`src/rtl/memory_stage_pkg.sv`:
```
`default_nettype none
// ============================================================================
// Module      : memory_stage_pkg
// Description : Shared types and constants for the MIPS memory stage:
//               data-memory handshake FSM states and MemtoReg bit positions.
// Revision    : 1.0 - initial release
// ============================================================================
package memory_stage_pkg;

    // Data-memory handshake FSM states
    typedef enum logic [0:0] {
        ST_IDLE = 1'b0,
        ST_WAIT = 1'b1
    } hs_state_t;

    // MemtoReg field layout, shared with execute and writeback
    localparam int          c_MTR_WIDTH = 4;
    localparam int          c_MTR_LOAD  = 0;        // bit set => instruction is a load
    localparam logic [3:0]  c_MTR_RESET = 4'b1110;  // reset value, load bit clear

    localparam int          c_CNT_WIDTH = 8;        // wait-state counter width

endpackage : memory_stage_pkg
`default_nettype wire

```
`src/rtl/memory_stage_if.sv`:
```
`default_nettype none
// ============================================================================
// Module      : memory_stage_if
// Description : Request/acknowledge bus between the memory stage (master)
//               and data memory (slave).
// Revision    : 1.0 - initial release
// ============================================================================
interface memory_stage_if;
    logic        dmem_req;
    logic        dmem_we;
    logic [31:0] dmem_addr;
    logic [31:0] dmem_wdata;
    logic        dmem_ack;
    logic [31:0] dmem_rdata;

    modport master (
        output dmem_req, dmem_we, dmem_addr, dmem_wdata,
        input  dmem_ack, dmem_rdata
    );

    modport slave (
        input  dmem_req, dmem_we, dmem_addr, dmem_wdata,
        output dmem_ack, dmem_rdata
    );
endinterface : memory_stage_if
`default_nettype wire

```
`src/rtl/memory_stage_dmem_handshake.sv`:
```
`default_nettype none
// ============================================================================
// Module      : dmem_handshake
// Description : Wait-state FSM for data-memory accesses with bus timeout,
//               stall generation and one-cycle error pulses.
// Revision    : 1.0 - initial release
// ============================================================================
module dmem_handshake
    import memory_stage_pkg::*;
#(
    parameter int unsigned TIMEOUT = 255
) (
    input  wire logic clk,
    input  wire logic rst,          // asynchronous, active-low
    input  wire logic i_memop,
    input  wire logic i_misal,
    input  wire logic i_ack,
    output logic      o_req,
    output logic      o_stall,
    output logic      o_complete,   // acknowledged access this cycle
    output logic      o_abort,      // timed-out access this cycle (BusErr)
    output logic      o_adr_err
);

    localparam logic [c_CNT_WIDTH-1:0] c_TIMEOUT = c_CNT_WIDTH'(TIMEOUT);

    hs_state_t              r_state;
    hs_state_t              w_next;
    logic [c_CNT_WIDTH-1:0] r_cnt;
    logic [c_CNT_WIDTH-1:0] w_cnt_next;

    // Next-state, counter and output decode; the IDLE cycle with a pending
    // request counts as the first wait so a timeout costs TIMEOUT stalls.
    always_comb begin
        w_next     = r_state;
        w_cnt_next = '0;
        o_req      = 1'b0;
        o_abort    = 1'b0;
        unique case (r_state)
            ST_IDLE: begin
                o_req = i_memop & ~i_misal;
                if (o_req && !i_ack) begin
                    w_next     = ST_WAIT;
                    w_cnt_next = c_CNT_WIDTH'(1);
                end
            end
            ST_WAIT: begin
                o_req   = 1'b1;
                // an ack in the timeout cycle wins over the abort
                o_abort = ~i_ack & (r_cnt == c_TIMEOUT);
                if (i_ack || o_abort) begin
                    w_next = ST_IDLE;
                end else begin
                    w_cnt_next = r_cnt + c_CNT_WIDTH'(1);
                end
            end
            default: begin
                w_next = ST_IDLE;
            end
        endcase
        o_complete = o_req & i_ack;
        o_stall    = o_req & ~i_ack & ~o_abort;
        o_adr_err  = i_misal;
    end

    // State and wait counter registers
    always_ff @(posedge clk or negedge rst) begin
        if (!rst) begin
            r_state <= ST_IDLE;
            r_cnt   <= '0;
        end else begin
            r_state <= w_next;
            r_cnt   <= w_cnt_next;
        end
    end

endmodule : dmem_handshake
`default_nettype wire

```
`src/rtl/memory_stage.sv`:
```
`default_nettype none
// ============================================================================
// Module      : memory_stage
// Description : MIPS pipeline memory stage: E/M pipeline register, data
//               memory request/acknowledge handshake and load-data capture.
// Revision    : 1.0 - initial release
// ============================================================================
module memory_stage
    import memory_stage_pkg::*;
#(
    parameter int unsigned TIMEOUT = 255
) (
    input  wire logic                   clk,
    input  wire logic                   rst,        // asynchronous, active-low
    input  wire logic                   jumpE,
    input  wire logic                   RegWriteE,
    input  wire logic                   MemWriteE,
    input  wire logic [c_MTR_WIDTH-1:0] MemtoRegE,
    input  wire logic [4:0]             WriteRegE,
    input  wire logic [31:0]            ALUMultOutE,
    input  wire logic [31:0]            WriteDataE,
    input  wire logic [31:0]            PCPlus4E,
    output logic                        jumpM,
    output logic                        RegWriteM,
    output logic [c_MTR_WIDTH-1:0]      MemtoRegM,
    output logic [4:0]                  WriteRegM,
    output logic [31:0]                 ALUOutM,
    output logic [31:0]                 PCPlus4M,
    output logic [31:0]                 ReadDataW,
    output logic                        MemStallM,
    output logic                        AdrErrM,
    output logic                        BusErrM,
    memory_stage_if.master              dmem
);

    logic                   r_jump;
    logic                   r_reg_write;
    logic                   r_mem_write;
    logic [c_MTR_WIDTH-1:0] r_memtoreg;
    logic [4:0]             r_write_reg;
    logic [31:0]            r_alu_out;
    logic [31:0]            r_write_data;
    logic [31:0]            r_pc_plus4;
    logic [31:0]            r_read_data;

    logic w_memop;
    logic w_misal;
    logic w_req;
    logic w_stall;
    logic w_complete;
    logic w_abort;
    logic w_adr_err;

    assign w_memop = r_mem_write | r_memtoreg[c_MTR_LOAD];
    assign w_misal = w_memop & (r_alu_out[1:0] != 2'b00);

    dmem_handshake #(
        .TIMEOUT (TIMEOUT)
    ) u_handshake (
        .clk        (clk),
        .rst        (rst),
        .i_memop    (w_memop),
        .i_misal    (w_misal),
        .i_ack      (dmem.dmem_ack),
        .o_req      (w_req),
        .o_stall    (w_stall),
        .o_complete (w_complete),
        .o_abort    (w_abort),
        .o_adr_err  (w_adr_err)
    );

    // E/M pipeline register, held while an access is outstanding
    always_ff @(posedge clk or negedge rst) begin
        if (!rst) begin
            r_jump       <= 1'b0;
            r_reg_write  <= 1'b0;
            r_mem_write  <= 1'b0;
            r_memtoreg   <= c_MTR_RESET;
            r_write_reg  <= '0;
            r_alu_out    <= '0;
            r_write_data <= '0;
            r_pc_plus4   <= '0;
        end else if (!w_stall) begin
            r_jump       <= jumpE;
            r_reg_write  <= RegWriteE;
            r_mem_write  <= MemWriteE;
            r_memtoreg   <= MemtoRegE;
            r_write_reg  <= WriteRegE;
            r_alu_out    <= ALUMultOutE;
            r_write_data <= WriteDataE;
            r_pc_plus4   <= PCPlus4E;
        end
    end

    // Load data for W: memory data on a completed load, zero on a failed access
    always_ff @(posedge clk or negedge rst) begin
        if (!rst) begin
            r_read_data <= '0;
        end else if (w_complete && r_memtoreg[c_MTR_LOAD]) begin
            r_read_data <= dmem.dmem_rdata;
        end else if (w_abort || w_misal) begin
            r_read_data <= '0;
        end
    end

    assign jumpM           = r_jump;
    assign RegWriteM       = r_reg_write;
    assign MemtoRegM       = r_memtoreg;
    assign WriteRegM       = r_write_reg;
    assign ALUOutM         = r_alu_out;
    assign PCPlus4M        = r_pc_plus4;
    assign ReadDataW       = r_read_data;
    assign MemStallM       = w_stall;
    assign AdrErrM         = w_adr_err;
    assign BusErrM         = w_abort;

    assign dmem.dmem_req   = w_req;
    assign dmem.dmem_we    = r_mem_write & w_req;
    assign dmem.dmem_addr  = {r_alu_out[31:2], 2'b00};
    assign dmem.dmem_wdata = r_write_data;

endmodule : memory_stage
`default_nettype wire

```
`src/flat_wrapper.sv`:
```
// flat-port wrapper written by rule: the top's interface ports become plain ports
module memory_stage_flat import memory_stage_pkg::*;
#(
    parameter int unsigned TIMEOUT = 255
)
  (clk, rst, jumpE, RegWriteE, MemWriteE, MemtoRegE, WriteRegE, ALUMultOutE, WriteDataE, PCPlus4E, jumpM, RegWriteM, MemtoRegM, WriteRegM, ALUOutM, PCPlus4M, ReadDataW, MemStallM, AdrErrM, BusErrM, dmem_dmem_req, dmem_dmem_we, dmem_dmem_addr, dmem_dmem_wdata, dmem_dmem_ack, dmem_dmem_rdata);
  memory_stage_if dmem_i ();
  input  wire logic clk;
  input  wire logic rst;
  input  wire logic jumpE;
  input  wire logic RegWriteE;
  input  wire logic MemWriteE;
  input  wire logic [c_MTR_WIDTH-1:0] MemtoRegE;
  input  wire logic [4:0] WriteRegE;
  input  wire logic [31:0] ALUMultOutE;
  input  wire logic [31:0] WriteDataE;
  input  wire logic [31:0] PCPlus4E;
  output logic jumpM;
  output logic RegWriteM;
  output logic [c_MTR_WIDTH-1:0] MemtoRegM;
  output logic [4:0] WriteRegM;
  output logic [31:0] ALUOutM;
  output logic [31:0] PCPlus4M;
  output logic [31:0] ReadDataW;
  output logic MemStallM;
  output logic AdrErrM;
  output logic BusErrM;
  output wire logic [$bits(dmem_i.dmem_req)-1:0] dmem_dmem_req;
  output wire logic [$bits(dmem_i.dmem_we)-1:0] dmem_dmem_we;
  output wire logic [$bits(dmem_i.dmem_addr)-1:0] dmem_dmem_addr;
  output wire logic [$bits(dmem_i.dmem_wdata)-1:0] dmem_dmem_wdata;
  input wire logic [$bits(dmem_i.dmem_ack)-1:0] dmem_dmem_ack;
  input wire logic [$bits(dmem_i.dmem_rdata)-1:0] dmem_dmem_rdata;
  assign dmem_dmem_req = dmem_i.dmem_req;
  assign dmem_dmem_we = dmem_i.dmem_we;
  assign dmem_dmem_addr = dmem_i.dmem_addr;
  assign dmem_dmem_wdata = dmem_i.dmem_wdata;
  assign dmem_i.dmem_ack = dmem_dmem_ack;
  assign dmem_i.dmem_rdata = dmem_dmem_rdata;
  memory_stage #(.TIMEOUT(TIMEOUT)) u_core (.clk(clk), .rst(rst), .jumpE(jumpE), .RegWriteE(RegWriteE), .MemWriteE(MemWriteE), .MemtoRegE(MemtoRegE), .WriteRegE(WriteRegE), .ALUMultOutE(ALUMultOutE), .WriteDataE(WriteDataE), .PCPlus4E(PCPlus4E), .jumpM(jumpM), .RegWriteM(RegWriteM), .MemtoRegM(MemtoRegM), .WriteRegM(WriteRegM), .ALUOutM(ALUOutM), .PCPlus4M(PCPlus4M), .ReadDataW(ReadDataW), .MemStallM(MemStallM), .AdrErrM(AdrErrM), .BusErrM(BusErrM), .dmem(dmem_i));
endmodule
```
`config.mk`:
```
export PLATFORM = sky130hd
export DESIGN_NAME = memory_stage_flat
export DESIGN_NICKNAME = d
export VERILOG_FILES = /design/src/rtl/memory_stage_pkg.sv /design/src/rtl/memory_stage_if.sv /design/src/rtl/memory_stage_dmem_handshake.sv /design/src/rtl/memory_stage.sv /design/src/flat_wrapper.sv
export SDC_FILE = /design/constraint.sdc
export NUM_CORES = 1
export LEC_CHECK = 0
export BUFFER_PORTS_ARGS = -buffer_cell sky130_fd_sc_hd__buf_2
export CAP_MARGIN = 20
export CORE_AREA = 4 4 120 122
export DETAILED_ROUTE_END_ITERATION = 8
export DIE_AREA = 0 0 124 126
export PLACE_DENSITY = 0.8
export SLEW_MARGIN = 15
export SYNTH_ARGS = -nofsm -noshare
export SYNTH_HDL_FRONTEND = slang
export SYNTH_SLANG_ARGS = --single-unit
```
`constraint.sdc`:
```
create_clock -name clk -period 2.95 [get_ports clk]
set_clock_uncertainty 0.1 [all_clocks]
set_input_delay 0.1475 -clock clk [delete_from_list [all_inputs] [get_ports clk]]
set_output_delay 0.1475 -clock clk [all_outputs]
set_load 0.005 [all_outputs]
```
==> results.yml, run 1 <==
layout:
  design_area_um2: 9480
  seqCellArea_um2: 3730
  final_common_cell: "buf_2"
  multi_input_area_um2: 1800
  mostFrequentLayoutCells: "315 x buf_2, 146 x dfrtp_1, 142 x dlygate4sd3_1, 66 x mux2_2, 39 x mux2_1"
  nFillCells: 823
  num_antenna_cells: 0
  fin_nets: 970
  layout-drive-gt1-share: 0.505
  instances_no_fill: 1014
  syn_to_final_growth_pct: 59.7
logic_synthesis:
  yosysWarnings: 0
  synth_cell_type_count: 35
  postSynthCellCount: 393
  syn_avg_cell_area_um2: 15.1
  syn_area_um2: 5940
  ys_seq_area_frac: 0.629
  ys_ff_latch: 149
drt:
  vias: 4948
  routedWlPerCell_um: 19.0
  vias_per_cell: 4.88
  drtAntennaViolNets: 0
  detail_route.iter0.violations: 242
  totalWireLength_um: 19300
  drt_pass1_iterations: 4
  drc: 0
worst_setup_path:
  r2r_end: "u_core.ALUOutM[26]"
  cp.arrival_ns: 2.36
  crit_path_end_kind: "output port"
  crit_top_cell: "or3_1"
  critPathLaunchType: "register"
  cp.buffers_inverters: 2
  r2r-start: "u_core.ALUOutM[1]"
  slowest_delay_ns: 0.45
  rrSetupSlack_ns: 0.54
  slowest_stage: "or3_1"
  path_cells: "or3_1, or3_1, nand2_4, buf_12, buf_2"
  crit_required_ns: 2.70
  rr_worst_depth: 5
  path_delay_family: "simple AND/OR/NAND/NOR gates"
  worstSetupPathType: "reg2out"
  critPathMaxFanout: 48
clock_tree:
  clk_path_buf_depth: 2
  root_buffer: "clkbuf_16"
  clk_pin_slew_ns: 0.06
  ctsResizeCount: 0
  worstSkewPairLatency_ns: 0.41
  postCtsHoldBufs: 142
  post_cts_buffers: 0
  tritoncts: "built"
  cts_buffers: 17
  cts.htree.levels: 4
  clock-sinks: 149
global_route:
  grt_pass1_vias: 5613
  grt_pass1_wl_um: 29500
  grtUsageTotal: 0.246
  grt_max_degree: 69
  antenna_found_initial: 0
  grt_overflow_total: 0
worst_hold_path:
  min_to: "u_core.u_handshake.r_cnt[6]"
  min_from: "dmem_dmem_ack"
  hp-class: "in2reg"
  min_path_cells: 3
sta:
  setup_tns_ns: 0
  slew_headroom: 0.627
  setup_slack_ns: 0.338
  tightest_slew_ns: 0.560
  finalHoldViolations: 0
  period_share: 0.886
  period_needed_ns: 2.61
  rsz0062_at_grt: "no"
  final-setup-viol-count: 0
  max_freq_mhz: 383
  slew_viol_final: 0
die:
  die_h_um: 126
  start_util: 0.450
  dieArea_um2: 15600
  rows: 42
  die_w_um: 124
  core_area_um2: 13200
  pin_count: 319
power:
  clockPowerShare: 0.355
  power_frac_comb: 0.236
  powerDensity_nw_per_um2: 682
  power_switching_mw: 1.72
  power_frac_seq: 0.408
  leakage_nw: 4.70
  p_int_mw: 4.75
  max-vdd-ir-drop_mv: 0.403
  switching_share: 0.266
place:
  hpwl_um: 11700
  port_buffers: 316
  dp_slack_ns: 0.582
  finalWeightedCongestion: 0.790
  dpl_cell_area_um2: 7420
  dp.cells: 841
job:
  cap_violations: 0
outcome:
  status: "finished clean"
## area by class of cell
cell class,instances,area share
clock buffer,23,0.0515
clock inverter,8,0.0154
inverter,1,0.000396
multi-input combinational,193,0.190
sequential,149,0.394
tap,176,0.0232
timing repair buffer,464,0.326
## sequential cells by signal, summed over array words and instances (netlist names), 4 cells and up
| signal | count |
|---|---|
| u_core.PCPlus4M | 32 |
| u_core.WriteRegM | 5 |
| u_core.ReadDataW | 32 |
| u_core.dmem.dmem_wdata | 32 |
| u_core.ALUOutM | 32 |
| u_core.u_handshake.r_cnt | 8 |
| u_core.MemtoRegM | 4 |
## worst reg2reg max path, cell delays in order (launching register included)
cell	delay [ns]
dfrtp_1	0.44
or3_1	0.40
or3_1	0.45
nand2_4	0.18
buf_12	0.27
mux2_2	0.45
## metrics by stage
| step | utilization | total power [mW] | hold WS, ns |
|---|---|---|---|
| after floorplan | - | 3.41 | -0.248 |
| after global placement | 0.563 | 3.93 | 0.0570 |
| after detailed placement | 0.563 | 4.00 | 0.0645 |
| after CTS | 0.719 | 6.46 | 0.0601 |
| after global routing | 0.719 | 6.76 | 0.107 |
| final | 0.719 | 6.47 | 0.0931 |
## cells in the mapped netlist
cell / n / share of area
mux2i_1: 1 / 0.0017
a22o_1: 32 / 0.047
inv_1: 1 / 0.00063
buf_12: 4 / 0.013
a21oi_1: 3 / 0.0025
clkbuf_1: 7 / 0.0044
xnor2_1: 1 / 0.0015
o21bai_1: 1 / 0.0013
nor2_1: 9 / 0.0057
ha_1: 1 / 0.0021
o21bai_2: 1 / 0.0019
dfstp_2: 3 / 0.013
nand3_1: 6 / 0.0051
mux2_2: 66 / 0.13
buf_4: 38 / 0.048
and4_1: 1 / 0.0015
o21ai_0: 2 / 0.0017
buf_8: 1 / 0.0025
buf_2: 1 / 0.00084
nand4_1: 1 / 0.0011
xor2_1: 4 / 0.0059
and2_1: 3 / 0.0032
nand2_1: 8 / 0.0051
a41oi_1: 1 / 0.0015
nand3b_1: 1 / 0.0013
mux2_1: 39 / 0.074
dfrtp_1: 146 / 0.62
o31ai_1: 1 / 0.0013
nor3_1: 1 / 0.00084
or3_1: 2 / 0.0021
and3_1: 2 / 0.0021
nand2b_1: 2 / 0.0021
nand2_4: 1 / 0.0019
conb_1: 1 / 0.00063
a2bb2oi_1: 1 / 0.0015
## cells by family after synthesis
family / count (synthesis) / share of synthesized area
buffers and inverters: 52 / 0.0700
AND/OR/NAND/NOR: 37 / 0.0318
adder cells (fa/ha/maj): 1 / 0.00211
other: 1 / 0.000632
AO/OA/AOI/OAI: 42 / 0.0588
multiplexers: 106 / 0.201
XOR/XNOR: 5 / 0.00737
flip-flops: 149 / 0.629
## power groups by stage
stage | Combinational [mW] | Sequential [mW] | Clock, mW
after floorplan | 0.757 | 2.65 | 0
after global placement | 1.31 | 2.62 | 0
after detailed placement | 1.35 | 2.65 | 0
after CTS | 1.50 | 2.62 | 2.34
after global routing | 1.65 | 2.68 | 2.42
final | 1.53 | 2.64 | 2.30
## how the worst max path moves through the flow
stage | slack (ns) | depth (start not counted) | to | from
floorplan | 0.81 | 7 | u_core.PCPlus4M[22] | u_core.ALUOutM[1]
CTS | 0.34 | 5 | MemStallM | u_core.ALUOutM[1]
global placement | 0.65 | 5 | u_core.ALUOutM[21] | u_core.ALUOutM[1]
global route | 0.25 | 5 | MemStallM | u_core.ALUOutM[1]
detailed placement | 0.58 | 5 | u_core.WriteRegM[1] | u_core.ALUOutM[1]
finish | 0.34 | 5 | MemStallM | u_core.ALUOutM[1]
## per-layer routing
| layer | global-route usage | vias to the layer above | wire length [um] |
|---|---|---|---|
| li1 | - | 2223 | - |
| met1 | 0.264 | 2411 | 6800 |
| met2 | 0.443 | 259 | 10200 |
| met3 | 0.0668 | 55 | 1580 |
| met4 | 0.111 | 0 | 652 |
| met5 | 0 | - | 0 |
(Power assumes the default switching activity.)
==> run 2, diff against run 1 <==
- CORE_AREA: 4 4 120 122 -> 4 4 127 129
- DIE_AREA: 0 0 124 126 -> 0 0 131 133
- PLACE_DENSITY: 0.8 -> 0.74
- SYNTH_HIERARCHICAL: default -> 1
- TNS_END_PERCENT: default -> 100
==> results.yml, run 2 <==
clock_tree:
  ctsResizeCount: 0
  clk_path_buf_depth: 2
  tritoncts: "built"
  post_cts_buffers: 0
  cts_buffers: 17
  clk_pin_slew_ns: 0.06
  clock-sinks: 149
  cts.htree.levels: 4
  root_buffer: "clkbuf_16"
  postCtsHoldBufs: 142
  worstSkewPairLatency_ns: 0.41
worst_setup_path:
  worstSetupPathType: "reg2out"
  r2r-start: "u_core/u_handshake/r_cnt[0]"
  cp.arrival_ns: 2.46
  critPathMaxFanout: 36
  rrSetupSlack_ns: 0.38
  crit_path_end_kind: "output port"
  critPathLaunchType: "register"
  rr_worst_depth: 6
  crit_required_ns: 2.70
  r2r_end: "u_core/dmem.dmem_wdata[25]"
logic_synthesis:
  syn_avg_cell_area_um2: 13.5
  synthMostInstantiatedCell: "dfrtp_1"
  netlist_top_cells_area: "dfrtp_1 55%, mux2_1 18%, o221ai_2 6.7%"
  synth_cell_type_count: 39
  synthArstFlopShare: 1.00
  ys_ff_latch: 149
  yosysTopAreaCell: "dfrtp_1"
  synth_edf_count: 0
  synth-main-ff-cell: "dfrtp_1"
  synth_top_area_frac: 0.547
  yosysWarnings: 6
  postSynthCellCount: 496
  syn_area_um2: 6680
  ys_top_cells_by_count: "146 x dfrtp_1, 108 x mux2_1, 36 x inv_1"
  ys_seq_area_frac: 0.559
global_route:
  grt_max_degree: 79
  grt_pass1_wl_um: 31400
  antenna_found_initial: 1
  grt_pass1_vias: 6114
  grt_overflow_total: 0
  grtUsageTotal: 0.227
power:
  powerDensity_nw_per_um2: 671
  max-vdd-ir-drop_mv: 0.381
  leakage_nw: 4.80
drt:
  detail_route.iter0.violations: 186
  drc: 0
  met3WireLength_um: 1450
  vias_per_cell: 5.02
  routedWlPerCell_um: 17.7
  drtAntennaViolNets: 0
  totalWireLength_um: 19900
  top_layer: "met4"
  vias: 5621
  drt_pass1_iterations: 4
  wl_met2_um: 10100
  met1_length_um: 7720
sta:
  slew_headroom: 0.524
  max_freq_mhz: 370
  period_share: 0.917
  period_needed_ns: 2.71
  tightest_slew_ns: 0.714
  slew_viol_final: 0
  setup_tns_ns: 0
  final-setup-viol-count: 0
  rsz0062_at_grt: "no"
  finalHoldViolations: 0
  setup_slack_ns: 0.244
outcome:
  status: "finished clean"
layout:
  nFillCells: 1028
  fin_util: 0.682
  syn_to_final_growth_pct: 53.6
  final_common_cell: "buf_2"
  layout-drive-gt1-share: 0.461
  mostFrequentLayoutCells: "315 x buf_2, 146 x dfrtp_1, 142 x dlygate4sd3_1, 108 x mux2_1, 36 x inv_1"
  fin_nets: 1062
place:
  dp_slack_ns: 0.398
  finalWeightedCongestion: 0.763
  hpwl_um: 12500
  port_buffers: 316
die:
  die_w_um: 131
  start_util: 0.444
  dieArea_um2: 17400
  die_h_um: 133
  pin_count: 319
  core_area_um2: 15000
  rows: 45
job:
  cap_violations: 0
worst_hold_path:
  hp-class: "in2async"
-- run 2: cell count changes after synthesis, sizes merged, moves of 3 or more --
cell / before / now
a22o: 32 / 0
nand2: 9 / 2
xor2: 4 / 1
inv: 1 / 36
nor2: 9 / 4
clkbuf: 7 / 12
buf: 44 / 54
mux2: 105 / 108
nand3: 6 / 35
o221ai: 0 / 32
or3b: 0 / 32
-- run 2: kinds of logic after synthesis --
family                     after synthesis  share of synthesized area
adders and majority gates                1                    0.00187
DFF                                    149                      0.559
AOI/OAI and AO/OA                       46                     0.0828
and+or+nand+nor                         86                     0.0858
xor gates and xnor gates                 3                    0.00394
buffers and inverters                  102                     0.0838
other                                    1                   0.000562
muxes                                  108                      0.182
-- run 2: power breakdown --
group / internal [mW] / total [mW] / leakage [nW] / switching, mW
clock network: 1.39 / 2.28 / 0.295 / 0.886
registers: 2.45 / 2.72 / 1.81 / 0.271
logic: 0.963 / 1.88 / 2.69 / 0.919
-- run 2: worst max-delay path by stage --
stage / endpoint / start / slack, ns / cells past startpoint
after global placement: u_core/dmem.dmem_wdata[7] / u_core/u_handshake/r_cnt[0] / 0.54 / 6
after global routing: MemStallM / u_core/u_handshake/r_cnt[0] / 0.08 / 6
after floorplan: u_core/ReadDataW[10] / u_core/MemtoRegM[0] / 0.20 / 12
final: MemStallM / u_core/u_handshake/r_cnt[0] / 0.24 / 6
after CTS: MemStallM / u_core/u_handshake/r_cnt[0] / 0.22 / 6
after detailed placement: u_core/dmem.dmem_wdata[26] / u_core/u_handshake/r_cnt[0] / 0.40 / 6
-- run 2: worst max-delay path: stages (launching register included) --
cell	delay, ns
dfrtp_1	0.42
ha_1	0.26
nand4_1	0.19
o21ai_0	0.25
a21oi_4	0.48
buf_12	0.28
buf_2	0.15
-- run 2: per-layer routing --
layer,GRT usage,vias to the layer above
met5,0,-
met4,0.0937,0
met3,0.0690,48
met2,0.382,236
met1,0.266,2764
li1,-,2573
-- run 2: cell type report --
cell class | instances | area, um^2 | share of cell area
sequential | 149 | 3730 | 0.364
clock inverter | 12 | 165 | 0.0161
timing repair buffer | 468 | 3120 | 0.304
clock buffer | 20 | 457 | 0.0445
multi-input combinational | 246 | 2410 | 0.235
inverter | 36 | 135 | 0.0132
tap | 188 | 235 | 0.0229
antenna | 1 | 2.50 | 0.000244
-- run 2: stage by stage --
step                area (um^2)  hold WS, ns  instances  power [mW]
floorplan                  6680       -0.248        497        3.73
global placement           8210        0.107        945        4.37
detailed placement         8210        0.128        945        4.45
CTS                       10300        0.250       1119        6.89
global route              10300        0.304       1120        7.24
finish                    10300        0.245       1120        6.88
